File: config.mk
export PLATFORM = sky130hd
export DESIGN_NAME = packet_buffer_reader_flat
export DESIGN_NICKNAME = d
export VERILOG_FILES = /design/src/rtl/packet_buffer_reader_if.sv /design/src/rtl/packet_buffer_reader.sv /design/src/flat_wrapper.sv
export SDC_FILE = /design/constraint.sdc
export NUM_CORES = 1
export LEC_CHECK = 0
export BUFFER_PORTS_ARGS = -buffer_cell sky130_fd_sc_hd__buf_2
export CAP_MARGIN = 40
export CORE_ASPECT_RATIO = 1.4
export CORE_MARGIN = 1.5
export CORE_UTILIZATION = 30
export CTS_CLUSTER_DIAMETER = 40
export DETAILED_ROUTE_END_ITERATION = 7
export PLACE_DENSITY_LB_ADDON = 0.08
export SYNTH_ARGS = -nofsm -noshare
export SYNTH_HDL_FRONTEND = slang
export SYNTH_SLANG_ARGS = --single-unit
File: constraint.sdc
create_clock -name clock -period 2.2 [get_ports clock]
set_input_delay 0.44 -clock clock [delete_from_list [all_inputs] [get_ports clock]]
set_output_delay 0.44 -clock clock [all_outputs]
set_load 0.1 [all_outputs]
File: src/rtl/packet_buffer_reader_if.sv
// Interface for packet_buffer_reader: buffer read port (rd_*) and descriptor injection port (out_*).
// The master modport is the reader engine; the slave modport is the buffer/consumer side.
interface packet_buffer_reader_if #(
    parameter int N     = 4,
    parameter int WIDTH = 32,
    parameter int LOGN  = 2
);
    logic [N-1:0]     rd_ready;
    logic [N-1:0]     rd_select;
    logic [WIDTH-1:0] rd_packet;
    logic             out_valid;
    logic [WIDTH-1:0] out_packet;
    logic [LOGN-1:0]  out_pp;
    logic             out_ack;
    logic [15:0]      sent_count;

    modport master (
        input  rd_ready, rd_packet, out_ack,
        output rd_select, out_valid, out_packet, out_pp, sent_count
    );

    modport slave (
        output rd_ready, rd_packet, out_ack,
        input  rd_select, out_valid, out_packet, out_pp, sent_count
    );
endinterface

File: src/rtl/packet_buffer_reader.sv
// Round-robin read engine: pops one descriptor per grant from a per-PP buffer and holds it on a valid/ack port.
// Optional feature macro TIMESTAMP_GATE_EN: delays out_valid until the descriptor timestamp is due.
module packet_buffer_reader #(
    parameter int N        = 4,
    parameter int WIDTH    = 32,
    parameter int TS_LSB   = 0,
    parameter int TS_WIDTH = 8,
    localparam int LOGN    = (N > 1) ? $clog2(N) : 1
) (
    input  logic                clock,
    input  logic                reset,
    input  logic                enable,
    input  logic [TS_WIDTH-1:0] sim_time,
    packet_buffer_reader_if.master bus
);

    typedef enum logic [1:0] {
        IDLE    = 2'd0,
        READ    = 2'd1,
        CAPTURE = 2'd2,
        HOLD    = 2'd3
    } state_t;

    state_t            state_q, state_d;
    logic [LOGN-1:0]   out_pp_q, out_pp_d;
    logic [LOGN-1:0]   rr_ptr_q, rr_ptr_d;
    logic [WIDTH-1:0]  out_packet_q, out_packet_d;
    logic [15:0]       sent_count_q, sent_count_d;

    logic [LOGN-1:0]   grant_s;
    logic [LOGN-1:0]   cand_s;
    logic              found_s;
    logic [LOGN-1:0]   rr_next_s;
    logic [N-1:0]      rd_select_s;
    logic              gate_open_s;
    logic              out_valid_s;
    logic [TS_WIDTH-1:0] ts_s;

    assign ts_s = out_packet_q[TS_LSB +: TS_WIDTH];

`ifdef TIMESTAMP_GATE_EN
    // Wrap-aware "due" test: due once sim_time is at or past ts within half the timestamp range.
    function automatic logic ts_due(input logic [TS_WIDTH-1:0] now, input logic [TS_WIDTH-1:0] ts);
        logic [TS_WIDTH-1:0] diff;
        diff = now - ts;
        return ~diff[TS_WIDTH-1];
    endfunction

    assign gate_open_s = ts_due(sim_time, ts_s);
`else
    logic unused_s;
    assign unused_s    = ^{sim_time, ts_s};
    assign gate_open_s = 1'b1;
`endif

    // Handshake is frozen along with the FSM while enable is low, so valid is masked too.
    assign out_valid_s = (state_q == HOLD) && gate_open_s && enable;

    // Round-robin search: first requesting PP at or after rr_ptr, wrapping modulo N.
    always_comb begin
        grant_s = '0;
        cand_s  = '0;
        found_s = 1'b0;
        for (int i = 0; i < N; i++) begin
            cand_s = LOGN'((int'(rr_ptr_q) + i) % N);
            if (!found_s && bus.rd_ready[cand_s]) begin
                found_s = 1'b1;
                grant_s = cand_s;
            end else begin
                found_s = found_s;
            end
        end
    end

    assign rr_next_s = LOGN'((int'(out_pp_q) + 1) % N);

    // One-hot pop strobe, only in READ and only while enabled.
    always_comb begin
        rd_select_s = '0;
        for (int i = 0; i < N; i++) begin
            rd_select_s[i] = (state_q == READ) && enable && (out_pp_q == LOGN'(i));
        end
    end

    // Next-state and datapath updates.
    always_comb begin
        state_d      = state_q;
        out_pp_d     = out_pp_q;
        rr_ptr_d     = rr_ptr_q;
        out_packet_d = out_packet_q;
        sent_count_d = sent_count_q;
        case (state_q)
            IDLE: begin
                if (enable && found_s) begin
                    out_pp_d = grant_s;
                    state_d  = READ;
                end else begin
                    state_d  = IDLE;
                end
            end
            READ: begin
                if (enable) begin
                    rr_ptr_d = rr_next_s;
                    state_d  = CAPTURE;
                end else begin
                    state_d  = READ;
                end
            end
            // The pop already happened, so the returned data is captured even if enable just dropped.
            CAPTURE: begin
                out_packet_d = bus.rd_packet;
                state_d      = HOLD;
            end
            HOLD: begin
                if (out_valid_s && bus.out_ack) begin
                    state_d = IDLE;
                    if (sent_count_q != 16'hFFFF) begin
                        sent_count_d = sent_count_q + 16'd1;
                    end else begin
                        sent_count_d = sent_count_q;
                    end
                end else begin
                    state_d = HOLD;
                end
            end
            default: begin
                state_d = IDLE;
            end
        endcase
    end

    // State and datapath registers, cleared asynchronously.
    always_ff @(posedge clock or negedge reset) begin
        if (!reset) begin
            state_q      <= IDLE;
            out_pp_q     <= '0;
            rr_ptr_q     <= '0;
            out_packet_q <= '0;
            sent_count_q <= 16'd0;
        end else begin
            state_q      <= state_d;
            out_pp_q     <= out_pp_d;
            rr_ptr_q     <= rr_ptr_d;
            out_packet_q <= out_packet_d;
            sent_count_q <= sent_count_d;
        end
    end

    assign bus.rd_select  = rd_select_s;
    assign bus.out_valid  = out_valid_s;
    assign bus.out_packet = out_packet_q;
    assign bus.out_pp     = out_pp_q;
    assign bus.sent_count = sent_count_q;

endmodule

File: src/flat_wrapper.sv
// flat-port wrapper written by rule: the top's interface ports become plain ports
module packet_buffer_reader_flat 
#(
    parameter int N        = 4,
    parameter int WIDTH    = 32,
    parameter int TS_LSB   = 0,
    parameter int TS_WIDTH = 8,
    localparam int LOGN    = (N > 1) ? $clog2(N) : 1
)
  (clock, reset, enable, sim_time, bus_rd_ready, bus_rd_packet, bus_out_ack, bus_rd_select, bus_out_valid, bus_out_packet, bus_out_pp, bus_sent_count);
  packet_buffer_reader_if #(.N(N), .WIDTH(WIDTH), .LOGN(2)) bus_i ();
  input  logic clock;
  input  logic reset;
  input  logic enable;
  input  logic [TS_WIDTH-1:0] sim_time;
  input wire logic [$bits(bus_i.rd_ready)-1:0] bus_rd_ready;
  input wire logic [$bits(bus_i.rd_packet)-1:0] bus_rd_packet;
  input wire logic [$bits(bus_i.out_ack)-1:0] bus_out_ack;
  output wire logic [$bits(bus_i.rd_select)-1:0] bus_rd_select;
  output wire logic [$bits(bus_i.out_valid)-1:0] bus_out_valid;
  output wire logic [$bits(bus_i.out_packet)-1:0] bus_out_packet;
  output wire logic [$bits(bus_i.out_pp)-1:0] bus_out_pp;
  output wire logic [$bits(bus_i.sent_count)-1:0] bus_sent_count;
  assign bus_i.rd_ready = bus_rd_ready;
  assign bus_i.rd_packet = bus_rd_packet;
  assign bus_i.out_ack = bus_out_ack;
  assign bus_rd_select = bus_i.rd_select;
  assign bus_out_valid = bus_i.out_valid;
  assign bus_out_packet = bus_i.out_packet;
  assign bus_out_pp = bus_i.out_pp;
  assign bus_sent_count = bus_i.sent_count;
  packet_buffer_reader #(.N(N), .WIDTH(WIDTH), .TS_LSB(TS_LSB), .TS_WIDTH(TS_WIDTH)) u_core (.clock(clock), .reset(reset), .enable(enable), .sim_time(sim_time), .bus(bus_i));
endmodule
# ---- After elaboration in Yosys (flattened, before gate mapping)
# Index checks and enable logic that the tools add are counted.
dict set report totals {
  in_bits 48
  wordCells 60
  reg_bits 54
  out_inout_bits 55
}
dict set report classes {
  n_mux 20
  order_cmp 4
  n_eq_ne 7
  add_sub_neg 5
  n_reduce_logical 19
}
# op count
set op_table {}
lappend op_table {{adder 16 x 1 -> 16 bit, second input constant} 1}
lappend op_table {{inequality test 16 bit, second input constant} 1}
lappend op_table {{< comparator 2 x 3 -> 1 bit, second input constant} 4}
lappend op_table {{2-to-1 mux 2 bit} 6}
lappend op_table {{logical AND 1 bit} 11}
lappend op_table {{2-to-1 mux 1 bit} 9}
lappend op_table {{binary-select mux 1 bit (select 2 bit)} 4}
lappend op_table {{equality test 2 bit, second input constant} 4}
lappend op_table {{one-hot mux 2 bit (4 select lines)} 1}
lappend op_table {{adder 2 x 1 -> 2 bit, second input constant} 2}
lappend op_table {{adder 2 bit, second input constant} 2}
lappend op_table {{equality test 2 x 1 -> 1 bit, second input constant} 2}
lappend op_table {{logical NOT 2 bit} 2}
lappend op_table {{AND reduction 2 bit} 2}
lappend op_table {{logical NOT 1 bit} 3}
lappend op_table {{AND reduction 3 bit} 1}

# ---- Depth between registers and ports, before layout
# Gate-level depths: netlist (run 1).
dict set report logic_depth {
  ltp_word 15
  depth_mapped 5
  ltp_nobuf 5
}

# ---- Least setup slack after synthesis (run 1)
# OpenSTA, ideal clock, no wires.
dict set report synth_timing {
  kind {register -> output}
  startpoint {register u_core.out_pp_q[0], in the netlist u_core.bus.out_pp[0]}
  endpoint {output port bus_rd_select[3]}
  required_ps 1760
  path_slack_ps -207
  t_arrival_ps 1967
  n_path_buf 0
  stages_incl_launch_ff 3
  path_cell_list {dfrtp_1 -> ha_1 -> and2_1}
}
dict set report synth_via {
  elab_chain_len 2
}
# item line
set synth_rtl {}
lappend synth_rtl {{start, declared} packet_buffer_reader.sv:25} ;# logic [LOGN-1:0] out_pp_q, out_pp_d;
lappend synth_rtl {{start signal, assigned} packet_buffer_reader.sv:142} ;# out_pp_q <= out_pp_d;
lappend synth_rtl {{equality test 2 bit} packet_buffer_reader.sv:81} ;# rd_select_s[i] = (state_q == READ) && enable && (out_pp_q == LOGN'(i));
lappend synth_rtl {{logical AND 1 bit} packet_buffer_reader.sv:81}
lappend synth_rtl {{end, declared} flat_wrapper.sv:19} ;# output wire logic [$bits(bus_i.rd_select)-1:0] bus_rd_select;
# No other way between the ends.

# ---- Worst setup path in the final report (run 1)
dict set report layout_timing {
  startpoint {register u_core.state_q[1]}
  endpoint {output port bus_rd_select[2]}
}
dict set report layout_via {
  elab_chain_len 3
}
# item line
set layout_rtl {}
lappend layout_rtl {{start, declared} packet_buffer_reader.sv:24} ;# state_t state_q, state_d;
lappend layout_rtl {{start signal, assigned} packet_buffer_reader.sv:141} ;# state_q <= state_d;
lappend layout_rtl {{equality test 2 x 1 -> 1 bit} packet_buffer_reader.sv:81}
lappend layout_rtl {{logical AND 1 bit (2 in a row)} packet_buffer_reader.sv:81}
# No other way between the ends.

==> impl_results.md, run 1 <==
- Status: completed
- Routed vias/inst: approximately 4.5
- Die Wd: 79.16 um
- Num CTS Buffers: 5
- Via count: 1749
- Synth top area share: 55.47%
- Total GRT Usage: 12.49%
- Synth Flop Type: dfrtp_1
- Syn_nets: 240
- FF-to-FF setup slack: 0.60 ns
- Layout Nets: between 300 and 400
- RSZ-0062 raised after global routing: no
- Avg Cell Area, Syn: ~13 um^2
- Die area: 8678 um^2
- Max-slew violations: 0
- Ant. Diodes: 0
- Antenna violations before repair: 0
- Crit Path Max Fanout: 10
- DPL Wire Length: 3673 um
- Yosys top cell by area: dfrtp_1
- WL final: 5002 um
- CP endpoint kind: output port
- WP data arrival: 1.59 ns
- Depth of the CTS H-tree: 2
- CTS Hold Bufs: 0
- 1st-iter DRT viols: 40
- Detailed-route DRC error count: 0
- Chip Height: 109.6 um
- EDFF count, synth: 0
- Final hold vios: 0
- Synth async-reset ratio: between 90% and 100%
- Reg-to-Reg End: u_core.bus.out_pp[0]
- FF+latch count, synth: 54
- MaxCap Viol Count: 0
- Row Count: 38
- Reg2reg path depth: 2
- Core Area: just under 8000 um^2
- Post-Syn Area: 2436 um^2
- Post-synthesis sequential area ratio: a little under three fifths
- Drt wl/cell: 12.93 um
- Fmax: 491.8 MHz
- Worst path required time: approximately 1.8 ns
- DRT Pass-1 Iters: 4
- Io pins: 103
- First-pass GRT wire length: 8355 um
- Synth Instances: roughly 190
- Synth top area cells: dfrtp_1 55%, mux2_1 16%, xor2_1 4.0%
- Largest net degree at the start of global routing: 33
- RR Startpoint: u_core.state_q[1]
- Fillers: between 700 and 800
- Period utilization: a little over 90%
- Synth Warn #: 0
- Starting Density: a little under a third
- Remaining antenna violation count after routing: 0
- Startpoint Class: flip-flop
- CTS tree: yes
- IO Port Bufs: 94
- Tmin final: ~2.0 ns
- Worst-Margin Slew: 0.7170 ns
- Hold Crit Class: in2async
- Setup_tns: 0 ns
- Relative slew slack: 52.20%
- Post-synth top cells: 54 x dfrtp_1, 34 x mux2_1, 13 x nand2_1
- GR Overflow Total: 0
- Top-count cell post-synth: dfrtp_1
- Setup-failing EPs final: 0
- Vias in the first global route: 1741
- Clk buf depth: 2
- Clock Tree Root: clkbuf_8
- WS Path Type: reg2out
- Synth cell types: 34
- Clock transition at path regs: 0.10 ns
- Share of layout cells above drive strength 1: around 46%
- Fin Clk Skew: 0.005141 ns
- Setup bufs post-CTS: 0
- CTS sink cnt: 54
- Clk Latency, worst-skew pair: 0.32 ns
- Cells resized by post-CTS repair: 0
- Area Overhead vs Synth: 30.15%
- Gpl congestion: 0.7227
per-stage QoR:
| stage | std cells | cell area (um^2) | hold slack (ns) | setup WS [ns] | util, % |
|---|---|---|---|---|---|
| after floorplan | 187 | 2457 | 0.1444 | 0.04253 | - |
| after global placement | 379 | 3062 | 0.4698 | 0.3828 | 39.27 |
| after detailed placement | 379 | 3062 | 0.4763 | 0.3639 | 39.27 |
| after CTS | 387 | 3161 | 0.1938 | 0.04772 | 40.53 |
| after global routing | 387 | 3171 | 0.2197 | 0.07784 | 40.66 |
| final | 387 | 3171 | 0.1664 | 0.1668 | 40.66 |
registers in the layout (all words and copies together) (netlist names):
register,flops
u_core.state_q,2
u_core.bus.out_packet,32
u_core.rr_ptr_q,2
u_core.bus.out_pp,2
u_core.bus.sent_count,16
worst max-delay path by stage:
stage	start	to	slack, ns	cells after the start
after floorplan	u_core.bus.sent_count[5]	u_core.bus.sent_count[13]	0.04	4
after global placement	enable	bus_rd_select[0]	0.38	4
after detailed placement	enable	bus_rd_select[2]	0.36	4
after CTS	u_core.state_q[1]	bus_rd_select[2]	0.05	3
after global routing	u_core.state_q[1]	bus_rd_select[1]	0.08	3
final	u_core.state_q[1]	bus_rd_select[2]	0.17	3
layout make-up:
| type | count | area, um^2 | share of cell area, % |
|---|---|---|---|
| Tap cell | 100 | 125.1 | 3.946 |
| Clock buffer | 6 | 82.58 | 2.605 |
| Inverter | 3 | 11.26 | 0.3552 |
| Timing Repair Buffer | 98 | 523.0 | 16.50 |
| Multi-Input combinational cell | 124 | 1045 | 32.95 |
| Clock inverter | 2 | 16.27 | 0.5130 |
| Sequential cell | 54 | 1368 | 43.13 |
worst max-delay path, cell delays in order (launching register included):
cell and delay [ns]:
dfrtp_1 0.49, and3b_1 0.31, and2_2 0.16, clkbuf_4 0.32
cell families after synthesis:
| kind of cell | Yosys count | share of synthesized area [%] |
|---|---|---|
| AO/OA/AOI/OAI | 9 | 2.465 |
| AND/OR/NAND/NOR | 59 | 15.72 |
| flip-flops | 54 | 55.47 |
| multiplexers | 36 | 16.54 |
| adder cells (fa/ha/maj) | 5 | 2.568 |
| buffers and inverters | 9 | 1.848 |
| XOR/XNOR | 15 | 5.393 |
cell usage in the layout, fill, tap and decap left out, types with 2 or more instances in the layout:
cell type,instances
a21oi_1,3
and2_2,4
and3_1,2
buf_2,90
buf_4,3
clkbuf_4,4
clkbuf_8,6
dfrtp_1,41
dfrtp_2,13
ha_1,5
inv_1,3
mux2_1,34
mux2i_1,2
nand2_1,13
nand2b_1,3
nand3_1,5
nand3b_1,2
nand4_1,2
nand4_2,3
nor2_1,6
nor3_1,5
nor3_2,3
nor4_1,2
nor4_2,2
o2111ai_1,2
o21ai_0,2
xnor2_1,4
xor2_1,11
layer usage:
layer	vias to the layer above	wire length (um)	global-route usage, %
met4	0	100	5.639
met3	6	269	2.905
met2	57	2459	21.67
met5	-	0	0
met1	832	2174	14.59
li1	854	-	-
Power of run 1 is left out: the tool's default activity adds up to more than one toggle a clock period on the data nets, which glitch-free logic cannot reach.
==> inputs of run 2 (changes only) <==
Settings changed: SETUP_SLACK_MARGIN set to 0.5.
==> run 2 against run 1 <==
  * Global-route usage fell by 0.10 points
  * Clock skew rose by 0.0064 ns
  * Cell count rose by 1.8%
  * Count of clock-buffer cells in the layout unchanged
  * First-iteration DRC count up 50%
  * Sequential share of layout area shrank 1.8 points
  * Via count increased by 1.8%
  * Die area is the same
  * Critical path type unchanged
  * Critical endpoint is now bus_rd_select[1]
  * Largest cell class unchanged
==> impl_results.md, run 2 (same netlist as run 1, synthesis figures left out) <==
- Startpoint Class: flip-flop
- MaxCap Viol Count: 0 (unchanged)
- Final hold vios: 0 (unchanged)
- Gpl congestion: 0.7094 (-1.8%)
- Remaining antenna violation count after routing: 0 (unchanged)
- Ant. Diodes: 0 (unchanged)
- Via count: 1781 (+1.8%)
- Top routing layer used: met4
- Commonest non-fill, non-tap cell in the layout: buf_2
- Placed cells: 378 (-0.26%)
- Status: completed
- CTS tree: yes
- IO Port Bufs: 94 (unchanged)
- FF-to-FF setup slack: 0.56 ns (-0.04 ns)
- Drt wl/cell: 13.30 um (+2.9%)
- Vias in the first global route: 1706 (-2.0%)
- Antenna violations before repair: 0 (unchanged)
- Reg2reg path depth: 5 (+3)
- WS Path Type: reg2out
- Fillers: 756 (-3.6%)
- Hold Crit Class: in2async
- 1st-iter DRT viols: 60 (+50%)
- Row Count: 38 (unchanged)
- Area Overhead vs Synth: 40.83%
- Fin Clk Skew: 0.01151 ns (+0.006371 ns)
- Starting Density: 31.24% (unchanged)
- WP data arrival: 1.35 ns (-0.24 ns)
- Clock transition at path regs: 0.10 ns (about the same)
- Io pins: 103 (unchanged)
- Tmin final: 1.790 ns (-0.2432 ns)
- Number of non-filler instances in the completed layout: 394 (+1.8%)
- Leading cell types in the layout, fill and taps excluded: 87 x buf_2, 34 x dfrtp_1, 33 x mux2_1
- RSZ-0062 raised after global routing: yes
- Num CTS Buffers: 5 (unchanged)
- Core Area: 7797 um^2 (unchanged)
- Fmax: 558.7 MHz (+14%)
- DPL Wire Length: 3820 um (+4.0%)
- WL met1: 2341 um (+7.7%)
- Clk buf depth: 2 (unchanged)
- Share of layout cells above drive strength 1: 53.06% (+6.7 points)
- Setup-failing EPs final: 0 (unchanged)
- Worst path required time: 1.76 ns (about the same)
- Reg-to-Reg End: u_core.bus.sent_count[1]
- DRT Pass-1 Iters: 6 (+2)
- WL final: 5242 um (+4.8%)
- Worst slack at placement: 0.3429 ns (-0.02107 ns)
- Largest net degree at the start of global routing: 33 (unchanged)
- Layout Nets: 346 (+2.1%)
- GR Overflow Total: 0 (unchanged)
- CTS sink cnt: 54 (unchanged)
- Routed vias/inst: 4.520 (about the same)
- Depth of the CTS H-tree: 2 (unchanged)
- Final WS setup: 0.4100 ns (+0.2432 ns)
- Clock Tree Root: clkbuf_8
- Crit Path Max Fanout: 5 (-5)
- Worst-Margin Slew: 0.5750 ns (-0.1420 ns)
- Die Wd: 79.16 um (unchanged)
- RR Startpoint: u_core.bus.sent_count[0]
- Setup_tns: 0 ns (unchanged)
- Detailed-route DRC error count: 0 (unchanged)
- Max-slew violations: 0 (unchanged)
- Clk Latency, worst-skew pair: 0.31 ns (about the same)
- First-pass GRT wire length: 8452 um (+1.2%)
- Die area: 8678 um^2 (unchanged)
- CP endpoint kind: output port
- Total GRT Usage: 12.39% (-0.10 points)
- Met3 WL: 261 um (-3.0%)
- Met2 Wirelength: 2608 um (+6.1%)
- Chip Height: 109.6 um (unchanged)
- Relative slew slack: 61.66% (+9.5 points)
- Max reg flops: 32 (unchanged)
- Period utilization: 81.36% (-11 points)
run 2: cell types whose count changed in the layout (fill, tap and decap cells not counted), moves of 3 or more:
cell      change
and2_2        -4
and2_4        +4
buf_12        +4
buf_2         -3
buf_4         +9
clkbuf_4      -3
dfrtp_1       -7
dfrtp_2       -9
dfrtp_4      +16
run 2: worst max path at each step:
stage                              start                        to  slack (ns)  cells after the start
2_1_floorplan  u_core.bus.sent_count[12]  u_core.bus.sent_count[1]        0.45                      4
3_3_place_gp                      enable          bus_rd_select[3]        0.36                      4
3_5_place_dp                      enable          bus_rd_select[3]        0.34                      4
4_1_cts                u_core.state_q[1]          bus_rd_select[0]        0.41                      3
5_1_grt             u_core.bus.out_pp[1]          bus_rd_select[1]        0.35                      4
6_report            u_core.bus.out_pp[0]          bus_rd_select[1]        0.41                      3
run 2: layout make-up:
class,count,area [um^2],area share [%]
inverters,3,16.27,0.4741
well taps,100,125.1,3.647
clock inverters,2,38.79,1.131
flip-flops and latches,54,1416,41.28
repair buffers,105,633.1,18.45
clock buffers,6,82.58,2.407
multi-input cells,124,1119,32.60
run 2: critical path: stages, from the launching register on:
cell and delay (ns):
dfrtp_4 0.52, ha_1 0.21, and2_4 0.16, buf_12 0.16
run 2: timing repair:
action	4_1_cts	5_1_grt
endpoints found under the setup margin	5	8
gates resized for setup	23	9
pin swaps	0	5
hold buffers	0	0
buffers inserted	6	2
run 2: metrics by stage:
stage               hold slack (ns)  utilization [%]  cell area [um^2]
global route                 0.1566            44.00              3431
detailed placement           0.4755            40.34              3146
global placement             0.4702            40.34              3146
CTS                          0.1344            43.34              3379
floorplan                    0.1444                -              2549
finish                       0.1209            44.00              3431
run 2: per-layer routing:
layer	vias to the layer above	track usage (%)
met5	-	0
met4	0	4.135
met3	2	2.739
met2	52	20.70
met1	861	15.86
li1	866	-
Power of run 2 is left out for the same reason.
==> inputs of run 3 (changes only) <==
Settings changed: ABC_AREA set to 1.
Clock period 2.2 ns to 1.43 ns, I/O delays scaled along.
==> run 3 against run 2 <==
  * Critical path depth rose by 2
  * The flow now finishes with violations (negative hold slack, negative setup slack)
  * Via count rose by 46%
  * Flip-flop and latch count did not move
  * Count of clock-buffer cells in the layout did not move
  * Sequential share of layout area fell by 15 points
==> impl_results.md, run 3 <==
- Reg2reg path depth: 8 (+3)
- Relative slew slack: 74.35% (+13 points)
- Clk buf depth: 2 (unchanged)
- Failing checks: negative hold slack, negative setup slack
- Synth cell types: 26 (-24%)
- Avg Cell Area, Syn: 9.390 um^2 (-28%)
- Gpl congestion: 0.8326 (+17%)
- Final hold vios: 11 (+11)
- Starting Density: 31.16% (-0.078 points)
- FF+latch count, synth: 54 (unchanged)
- CP Buf/Inv Count: 3 (+2)
- Startpoint Class: flip-flop
- Synth Flop Type: dfrtp_1
- Synth Instances: 289 (+55%)
- Max reg flops: 32 (unchanged)
- Number of non-filler instances in the completed layout: 566 (+44%)
- Clk Latency, worst-skew pair: 0.30 ns (about the same)
- CP endpoint kind: output port
- DPL Wire Length: 4869 um (+27%)
- Core Area: 8708 um^2 (+12%)
- Final WS setup: -0.2126 ns (-0.6227 ns)
- Depth of the CTS H-tree: 2 (unchanged)
- Area Overhead vs Synth: 113.0%
- Detailed-route DRC error count: 0 (unchanged)
- Io pins: 103 (unchanged)
- Post-synth top cells: 90 x nand2_1, 54 x dfrtp_1, 32 x mux2_2
- First-pass GRT wire length: 12830 um (+52%)
- GR Overflow Total: 0 (unchanged)
- Hold_ws: -0.1056 ns (-0.2266 ns)
- Max incr delay on CP: 0.53 ns (about the same)
- Antenna violations before repair: 0 (unchanged)
- Critical Path Sink: bus_rd_select[0]
- Chip Height: 115.5 um (+5.4%)
- Vias in the first global route: 2576 (+51%)
- CTS sink cnt: 54 (unchanged)
- Die Wd: 83.39 um (+5.3%)
- Fmax: 608.8 MHz
- Worst path slowest cell: dfrtp_4
- FF-to-FF setup slack: -0.19 ns (-0.75 ns)
- Critical path cell sequence: inv_4, ha_4, inv_2, nor2_4, buf_12
- RSZ-0062 raised after global routing: yes
- Clock transition at path regs: 0.08 ns (-0.02 ns)
- Tmin final: between 1.5 and 2 ns
- Status: finished with violations
- Worst-Margin Slew: 0.3847 ns (-0.1903 ns)
- Fin Clk Skew: 0.007447 ns (-0.004065 ns)
- Hold Crit Class: in2async
- Die area: 9634 um^2 (+11%)
- MaxCap Viol Count: 0 (unchanged)
- Largest net degree at the start of global routing: 24 (-27%)
- 1st-iter DRT viols: 44 (-27%)
- Drt wl/cell: 14.48 um (+8.8%)
- Row Count: 40 (+5.3%)
- Synth top area share: 49.79% (-5.7 points)
- Layout Nets: 513 (+48%)
- Area of the multi-input gates: 1670 um^2 (+49%)
- IO Port Bufs: 94 (unchanged)
- Top-count cell post-synth: nand2_1
- Remaining antenna violation count after routing: 0 (unchanged)
- Num CTS Buffers: 5 (unchanged)
- WS Path Type: reg2out
- RR Startpoint: u_core.state_q[1]
- Synth Warn #: 0 (unchanged)
- Worst slack at placement: -0.1458 ns (-0.4886 ns)
- WL final: 8195 um (+56%)
- Synth async-reset ratio: 100.0% (unchanged)
- Reg-to-Reg End: u_core.bus.out_packet[8]
- Max-slew violations: 0 (unchanged)
- Yosys top cell by area: dfrtp_1
- Routed vias/inst: 4.587 (+1.5%)
- Syn_nets: 342 (+43%)
- Post-synthesis sequential area ratio: 49.79% (-5.7 points)
- Period utilization: 114.9%
- Clock Tree Root: clkbuf_16
- Share of layout cells above drive strength 1: 75.49% (+22 points)
- Total GRT Usage: 17.08% (+4.7 points)
- Leading cell types in the layout, fill and taps excluded: 61 x buf_12, 50 x dfrtp_4, 48 x nand2_1
- Worst path required time: 1.14 ns (-0.62 ns)
- Cell family with most CP delay: flip-flops
- Sequential Area: 1543 um^2 (+8.9%)
- CTS tree: yes
- Post-Syn Area: 2714 um^2 (+11%)
- Critical path depth: 5 (+2)
- Setup-failing EPs final: 58 (+58)
- Fillers: 672 (-11%)
- DRT Pass-1 Iters: 4 (-2)
- EDFF count, synth: 0 (unchanged)
- Placed cells: 517 (+37%)
- WP data arrival: 1.36 ns (about the same)
- Via count: 2596 (+46%)
- Commonest non-fill, non-tap cell in the layout: buf_12
- Crit Path Max Fanout: 5 (unchanged)
- Setup crit start: u_core.bus.out_pp[0]
- Synth top area cells: dfrtp_1 50%, mux2_2 13%, nand2_1 12%
- Ant. Diodes: 0 (unchanged)
run 3: how the worst min path moves through the flow:
stage / start / endpoint / slack, ns / depth (start not counted)
6_report: reset / u_core.bus.out_packet[19] / -0.11 / 1
5_1_grt: reset / u_core.bus.out_packet[19] / -0.09 / 1
4_1_cts: reset / u_core.bus.out_packet[19] / -0.10 / 1
3_5_place_dp: reset / u_core.bus.out_packet[19] / 0.23 / 1
3_3_place_gp: reset / u_core.bus.out_packet[19] / 0.23 / 1
2_1_floorplan: reset / u_core.rr_ptr_q[0] / -0.01 / 0
run 3: logic make-up (layout without fill, tap and decap cells):
kind of cell | count (synthesis) | in the layout | synth area share (%)
AND/OR/NAND/NOR | 140 | 140 | 22.18
flip-flops | 54 | 54 | 49.79
buffers and inverters | 36 | 208 | 5.993
multiplexers | 32 | 32 | 13.28
XOR/XNOR | 15 | 15 | 5.117
AO/OA/AOI/OAI | 7 | 7 | 1.337
adder cells (fa/ha/maj) | 5 | 5 | 2.305
run 3: metrics by stage:
step / setup TNS (ns) / hold slack, ns / instance area, um^2 / utilization [%]
global placement: -2.005 / 0.2253 / 4208 / 48.32
CTS: -3.680 / -0.1044 / 5416 / 62.20
global route: -10.79 / -0.08924 / 5779 / 66.36
finish: -7.654 / -0.1056 / 5779 / 66.36
detailed placement: -2.170 / 0.2262 / 4208 / 48.32
floorplan: -9.845 / -0.009591 / 2973 / -
run 3: worst register-to-register path: stages (launching register included):
cell and delay (ns):
dfrtp_1 0.40, buf_6 0.12, buf_6 0.10, buf_6 0.10
buf_6 0.13, nand2_8 0.09, buf_6 0.12, buf_16 0.13
mux2_4 0.31
run 3: layer usage:
| layer | track usage [%] | routed length [um] | vias to the layer above |
|---|---|---|---|
| li1 | - | - | 1255 |
| met1 | 19.98 | 3224 | 1274 |
| met2 | 31.65 | 4568 | 57 |
| met3 | 2.849 | 265 | 10 |
| met4 | 6.000 | 136 | 0 |
| met5 | 0 | 0 | - |
run 3: cell type report:
class	instances	area share (%)
flip-flops and latches	54	26.69
repair buffers	170	36.76
clock inverters	2	0.6711
inverters	29	2.187
well taps	105	2.273
clock buffers	6	2.403
multi-input cells	199	28.90
repair inverters	1	0.1082
run 3: repair_timing:
action	in CTS	in global routing
endpoints found under the setup margin	109	109
pin swaps	22	17
cloned	3	2
buffers inserted	16	20
endpoints found under the hold margin	11	11
resized for setup	229	53
Power of run 3 is left out for the same reason.
